### src/rtl/rssi_energy_detect.sv
// rssi_energy_detect
//
// Energy detector for calibrated RSSI samples in 0.5 dB steps. The detector
// declares the channel busy after a run of consecutive "high" samples. It
// declares the channel idle again after a run of consecutive "low" samples.
// "High" means a sample at or above th_high. "Low" means a sample below the
// lower of th_low and th_high. Samples between the two thresholds break a
// falling run, which gives hysteresis. When a busy period ends, the detector
// reports the peak RSSI and the number of valid samples in that period.
//
// Ports
//   clk                 rising-edge clock
//   rst                 synchronous active-high reset
//   enable              detector enable; low forces IDLE (reports a busy
//                       period that is in progress)
//   rssi_half_db        signed RSSI sample
//   rssi_half_db_valid  single-cycle sample strobe
//   th_high             signed busy-entry threshold
//   th_low              signed busy-exit threshold
//   rise_cnt_target     consecutive high samples needed to enter busy (0 acts as 1)
//   fall_cnt_target     consecutive low samples needed to leave busy (0 acts as 1)
//   ch_busy             registered channel-busy flag
//   busy_rise           one-cycle strobe on ch_busy 0->1
//   busy_fall           one-cycle strobe on ch_busy 1->0
//   peak_rssi_half_db   peak RSSI of the last completed busy period
//   busy_len            valid-sample count of the last completed busy period
module rssi_energy_detect #(
  parameter int RSSI_HALF_DB_WIDTH = 11,
  parameter int CNT_WIDTH          = 16
) (
  input  logic                                 clk,
  input  logic                                 rst,
  input  logic                                 enable,
  input  logic signed [RSSI_HALF_DB_WIDTH-1:0] rssi_half_db,
  input  logic                                 rssi_half_db_valid,
  input  logic signed [RSSI_HALF_DB_WIDTH-1:0] th_high,
  input  logic signed [RSSI_HALF_DB_WIDTH-1:0] th_low,
  input  logic        [3:0]                    rise_cnt_target,
  input  logic        [7:0]                    fall_cnt_target,
  output logic                                 ch_busy,
  output logic                                 busy_rise,
  output logic                                 busy_fall,
  output logic signed [RSSI_HALF_DB_WIDTH-1:0] peak_rssi_half_db,
  output logic        [CNT_WIDTH-1:0]          busy_len
);

  typedef enum logic [1:0] {
    S_IDLE    = 2'd0,
    S_RISING  = 2'd1,
    S_BUSY    = 2'd2,
    S_FALLING = 2'd3
  } state_t;

  state_t                                state_q, state_d;
  logic        [7:0]                     run_cnt_q, run_cnt_d;
  logic signed [RSSI_HALF_DB_WIDTH-1:0]  run_peak_q, run_peak_d;
  logic        [CNT_WIDTH-1:0]           run_len_q, run_len_d;
  logic signed [RSSI_HALF_DB_WIDTH-1:0]  peak_q, peak_d;
  logic        [CNT_WIDTH-1:0]           len_q, len_d;
  logic                                  rise_q, rise_d;
  logic                                  fall_q, fall_d;

  // Sample classification
  logic signed [RSSI_HALF_DB_WIDTH-1:0]  th_low_eff;
  logic                                  sample_high;
  logic                                  sample_low;
  logic        [7:0]                     rise_tgt;
  logic        [7:0]                     fall_tgt;
  logic        [7:0]                     run_cnt_inc;
  logic signed [RSSI_HALF_DB_WIDTH-1:0]  peak_upd;
  logic        [CNT_WIDTH-1:0]           len_upd;

  // A th_low above th_high would let a sample be both high and low, so the
  // exit threshold is clamped to th_high.
  assign th_low_eff  = (th_low < th_high) ? th_low : th_high;
  assign sample_high = (rssi_half_db >= th_high);
  assign sample_low  = (rssi_half_db < th_low_eff);

  assign rise_tgt    = (rise_cnt_target == 4'd0) ? 8'd1 : {4'd0, rise_cnt_target};
  assign fall_tgt    = (fall_cnt_target == 8'd0) ? 8'd1 : fall_cnt_target;
  assign run_cnt_inc = run_cnt_q + 8'd1;

  // Running statistics after including the current sample. The length
  // counter saturates instead of wrapping.
  assign peak_upd    = (rssi_half_db > run_peak_q) ? rssi_half_db : run_peak_q;
  assign len_upd     = (&run_len_q) ? run_len_q : run_len_q + CNT_WIDTH'(1);

  // ---------------------------------------------------------------------
  // State register
  // ---------------------------------------------------------------------
  always_ff @(posedge clk) begin
    if (rst) begin
      state_q    <= S_IDLE;
      run_cnt_q  <= '0;
      run_peak_q <= '0;
      run_len_q  <= '0;
      peak_q     <= '0;
      len_q      <= '0;
      rise_q     <= 1'b0;
      fall_q     <= 1'b0;
    end else begin
      state_q    <= state_d;
      run_cnt_q  <= run_cnt_d;
      run_peak_q <= run_peak_d;
      run_len_q  <= run_len_d;
      peak_q     <= peak_d;
      len_q      <= len_d;
      rise_q     <= rise_d;
      fall_q     <= fall_d;
    end
  end

  // ---------------------------------------------------------------------
  // Next-state logic
  // ---------------------------------------------------------------------
  always_comb begin
    state_d    = state_q;
    run_cnt_d  = run_cnt_q;
    run_peak_d = run_peak_q;
    run_len_d  = run_len_q;
    peak_d     = peak_q;
    len_d      = len_q;
    rise_d     = 1'b0;
    fall_d     = 1'b0;

    if (!enable) begin
      // Disable takes priority over any sample on the same cycle. If a busy
      // period is in progress, report it without the current sample.
      state_d   = S_IDLE;
      run_cnt_d = '0;
      if ((state_q == S_BUSY) || (state_q == S_FALLING)) begin
        fall_d = 1'b1;
        peak_d = run_peak_q;
        len_d  = run_len_q;
      end
    end else if (rssi_half_db_valid) begin
      case (state_q)
        S_IDLE: begin
          if (sample_high) begin
            if (rise_tgt <= 8'd1) begin
              state_d    = S_BUSY;
              run_cnt_d  = '0;
              run_peak_d = rssi_half_db;
              run_len_d  = CNT_WIDTH'(1);
              rise_d     = 1'b1;
            end else begin
              state_d   = S_RISING;
              run_cnt_d = 8'd1;
            end
          end
        end

        S_RISING: begin
          if (sample_high) begin
            // Use >= so that a target lowered mid-run still takes effect.
            if (run_cnt_inc >= rise_tgt) begin
              state_d    = S_BUSY;
              run_cnt_d  = '0;
              run_peak_d = rssi_half_db;
              run_len_d  = CNT_WIDTH'(1);
              rise_d     = 1'b1;
            end else begin
              run_cnt_d = run_cnt_inc;
            end
          end else begin
            state_d   = S_IDLE;
            run_cnt_d = '0;
          end
        end

        S_BUSY, S_FALLING: begin
          // Every valid sample while busy counts toward length and peak,
          // including the sample that completes the exit run.
          run_peak_d = peak_upd;
          run_len_d  = len_upd;
          if (sample_low) begin
            if (((state_q == S_BUSY) ? 8'd1 : run_cnt_inc) >= fall_tgt) begin
              state_d   = S_IDLE;
              run_cnt_d = '0;
              fall_d    = 1'b1;
              peak_d    = peak_upd;
              len_d     = len_upd;
            end else begin
              state_d   = S_FALLING;
              run_cnt_d = (state_q == S_BUSY) ? 8'd1 : run_cnt_inc;
            end
          end else begin
            state_d   = S_BUSY;
            run_cnt_d = '0;
          end
        end

        default: begin
          state_d   = S_IDLE;
          run_cnt_d = '0;
        end
      endcase
    end
  end

  // ---------------------------------------------------------------------
  // Outputs (all decoded from registers)
  // ---------------------------------------------------------------------
  always_comb begin
    ch_busy           = (state_q == S_BUSY) || (state_q == S_FALLING);
    busy_rise         = rise_q;
    busy_fall         = fall_q;
    peak_rssi_half_db = peak_q;
    busy_len          = len_q;
  end

endmodule

### config.mk
export PLATFORM = sky130hd
export DESIGN_NAME = rssi_energy_detect
export DESIGN_NICKNAME = d
export VERILOG_FILES = /design/src/rtl/rssi_energy_detect.sv
export SDC_FILE = /design/constraint.sdc
export NUM_CORES = 1
export LEC_CHECK = 0
export CORE_MARGIN = 5
export CORE_UTILIZATION = 30
export DETAILED_ROUTE_END_ITERATION = 6
export GPL_TIMING_DRIVEN = 0
export PLACE_DENSITY_LB_ADDON = 0.05
export SLEW_MARGIN = 15
export SYNTH_ARGS = -nofsm -noshare
export SYNTH_HDL_FRONTEND = slang
export SYNTH_SLANG_ARGS = --single-unit
### constraint.sdc
create_clock -name clk -period 4.5 [get_ports clk]
set_input_delay 0.675 -clock clk [delete_from_list [all_inputs] [get_ports clk]]
set_output_delay 0.675 -clock clk [all_outputs]
set_load 0.02 [all_outputs]
==> impl_metrics.tcl <==
set metrics [dict create \
    initial_core_util 0.303 \
    cts_buffer_depth 2 \
    cts_root_buf "clkbuf_16" \
    die_width_um 142 \
    fin_cells 957 \
    syn_area_um2 5200 \
    synthArstFlopShare 0 \
    grt_pass1_vias 5174 \
    drive_gt1_frac 0.160 \
    place_inst 921 \
    pin_count 79 \
    endpoint_kind "flop" \
    min_path_cells 2 \
    hold_violations 0 \
    tightest_slew_ns 0.877 \
    cts_sinks 66 \
    ant_nets 0 \
    setup_ws_ns 0.129 \
    wire_per_inst_um 17.7 \
    htreeDepth 3 \
    timing.hold.ws_ns 0.495 \
    final_max_slew_viol_count 0 \
    gp_congestion 0.838 \
    dieArea_um2 20100 \
    synth_top_family_by_area "compound AO/OA/AOI/OAI gates" \
    r2r_cells 14 \
    overflow 0 \
    status "complete, no violations" \
    tns_ns 0 \
    synth_warnings 0 \
    antennaDiodeCount 0 \
    grt_max_degree 12 \
    arrival_ns 4.62 \
    path_max_fanout 10 \
    setup_viol 0 \
    fin_crit_ns 4.37 \
    maxCapViolCount 0 \
    multi_input_area_um2 3670 \
    cp_slowest_cell "a2111o_1" \
    drc 0 \
    core-area_um2 17200 \
    regArea_um2 1320 \
    io_buffer_count 77 \
    finalCritPeriodShare 0.971 \
    clk_latency_ns 0.33 \
    fin_skew_ns 0.00473 \
    grt_pass1_wl_mm 27.1 \
    ys_ff_latch 66 \
    synth-simple-area-share 0.224 \
    grt_antenna_before_repair 0 \
    slew_headroom 0.415 \
    numCtsBuffers 9 \
    post-place-ws_ns -1.20 \
    path_depth 19 \
    cp.required_ns 4.75 \
    drt_iter0_markers 375 \
    rows 48 \
    cts_tree "yes" \
    fmax_mhz 229 \
    crit_type "in -> reg" \
    cp_cell_sequence "clkdlybuf4s15_1 -> inv_2 -> ha_1 -> a2111o_1 -> a211oi_4 -> a31oi_1 -> buf_4 -> mux2i_2 -> ha_1 -> a21o_1 -> a211oi_2 -> o21ai_2 -> a21oi_2 -> o211a_1 -> nor4_4 -> or3_4 -> buf_12 -> buf_12 -> a211oi_2" \
    dp_hpwl_mm 12.6 \
    min-delay-path-class "reg -> reg" \
    synth.net_count 724 \
    synth_xor_xnor_area_share 0.0236 \
    p_leak_nw 2.71 \
    fill_cells 1740 \
    die_y_um 142 \
    synth.mux.area_fraction 0.0621 \
    synth_adder_area_share 0.135 \
    peakVddDrop_mv 0.195 \
    powerDensity_nw_per_um2 252 \
    avgSynthCellArea_um2 8.40 \
    synth_seq_area_share 0.254 \
    crit_path_start_kind "primary input" \
    ys.flop_type "dfxtp_1" \
    viasPerCell 5.37 \
    grt_util_all_layers 0.167 \
    synthCells 619 \
    routed_wirelength_mm 16.9 \
    critPathTopFamily "compound AO/OA/AOI/OAI gates" \
    max_stage_delay_ns 0.45 \
    nets 832 \
    synth-compound-area-share 0.238 \
    areaGrowthSynthToFinish_pct 33.0 \
    path_clk_slew_ns 0.06 \
    synth_edf_count 0 \
    synth_cell_types 61 \
    crit_buf_inv 5 \
    via_count 5138 \
    drtPass1Iterations 5 \
]
-- repair_timing --
action / in CTS / in global routing
gates cloned: 1 / 0
hold buffers: 0 / 0
buffers inserted: 15 / 4
hold endpoints to repair: 0 / 0
resized for setup: 45 / 30
pin swaps: 19 / 16
endpoints found under the setup margin: 38 / 32
-- metrics by stage --
| step | util | total power, mW | area [um^2] |
|---|---|---|---|
| 6_report | 0.402 | 1.74 | 6910 |
| 5_1_grt | 0.402 | 1.83 | 6910 |
| 4_1_cts | 0.397 | 1.75 | 6830 |
| 3_5_place_dp | 0.365 | 0.916 | 6260 |
| 3_3_place_gp | 0.365 | 0.914 | 6260 |
| 2_1_floorplan | - | 0.798 | 5210 |
-- logic make-up (layout without fill, tap and decap cells) --
group	Yosys count	after routing
XOR/XNOR	14	14
multiplexers	30	30
AO/OA/AOI/OAI	167	167
AND/OR/NAND/NOR	208	208
buffers and inverters	78	191
adder cells (fa/ha/maj)	56	56
flip-flops	66	66
-- final cells by class --
class,instances,share of cell area
Clock inverter,4,0.0105
Sequential cell,66,0.191
Clock buffer,12,0.0386
Multi-Input combinational cell,475,0.531
Timing Repair Buffer,97,0.136
Inverter,42,0.0228
Tap cell,225,0.0407
Buffer,36,0.0288
-- metal layers --
layer  up-vias  GRT usage  share of wire
met5         -          0              0
met4         0     0.0545          0.021
met3        19     0.0300          0.049
met2       132      0.270           0.46
met1      2452      0.224           0.48
li1       2535          -              -
-- worst min-delay path, cell delays in order (launching register included) --
cell and delay [ns]:
dfxtp_1 0.32, o21ai_0 0.07, a21oi_1 0.06
-- state kept, by name, indices dropped and copies added (netlist names) --
signal and cells:
busy_fall 1, busy_len 16, busy_rise 1, peak_rssi_half_db 11
run_cnt_q 8, run_len_q 16, run_peak_q 11, state_q 2
-- cells in the mapped netlist, types with 2 or more instances --
cell      count  area share
a32o_1        4      0.0077
buf_2         5      0.0048
a31oi_1       5      0.0060
nor4_1       27       0.032
nand2b_1      8      0.0096
buf_8         2      0.0058
mux2_2        2      0.0043
nand4_1      11       0.013
a211oi_1     10       0.014
buf_1         3      0.0022
clkbuf_1     25       0.018
inv_1        42       0.030
mux2i_1      24       0.046
a21o_1        7       0.010
o31ai_1       2      0.0029
and4b_1       2      0.0039
nand2_1      24       0.017
dfxtp_1      66        0.25
a2111o_1      2      0.0043
or2_2         5      0.0060
nand3_1      36       0.035
nor2_1       30       0.022
nor2b_1      17       0.020
o21ai_0      35       0.034
o21a_1        9       0.013
o311ai_0      2      0.0034
ha_1         56        0.13
a311oi_1      5      0.0084
and3_1        8      0.0096
mux2_4        4       0.012
a41oi_1       2      0.0034
a211oi_2     23       0.055
a22oi_1       2      0.0029
and2_1        8      0.0096
and4_1        9       0.015
xnor2_1       2      0.0034
nand3b_1      2      0.0029
o211a_1       3      0.0058
or3_1         6      0.0072
a21oi_1      43       0.041
nor3_1       10      0.0096
xor2_1       12       0.020
-- where the power goes --
group	switching [mW]	internal, mW	total [mW]
sequential	0.00593	0.591	0.597
clock	0.266	0.529	0.795
combinational	0.183	0.164	0.347
-- cells in the final DEF, fill, tap and decap left out, types with 25 or more instances in the layout --
master           count
dfxtp_1             66
clkdlybuf4s50_1     55
ha_1                49
a21oi_1             41
nand3_1             35
o21ai_0             33
inv_1               32
nor2_1              30
nor4_1              26
clkbuf_1            25
-- final timing paths --
kind | endpoint | startpoint | slack (ns)
max | busy_len[4] | th_high[1] | 0.13
min | run_peak_q[4] | run_peak_q[4] | 0.49
max reg2reg | busy_len[4] | state_q[1] | 0.89
min reg2reg | run_peak_q[4] | run_peak_q[4] | 0.49
(Power assumes the default switching activity.)
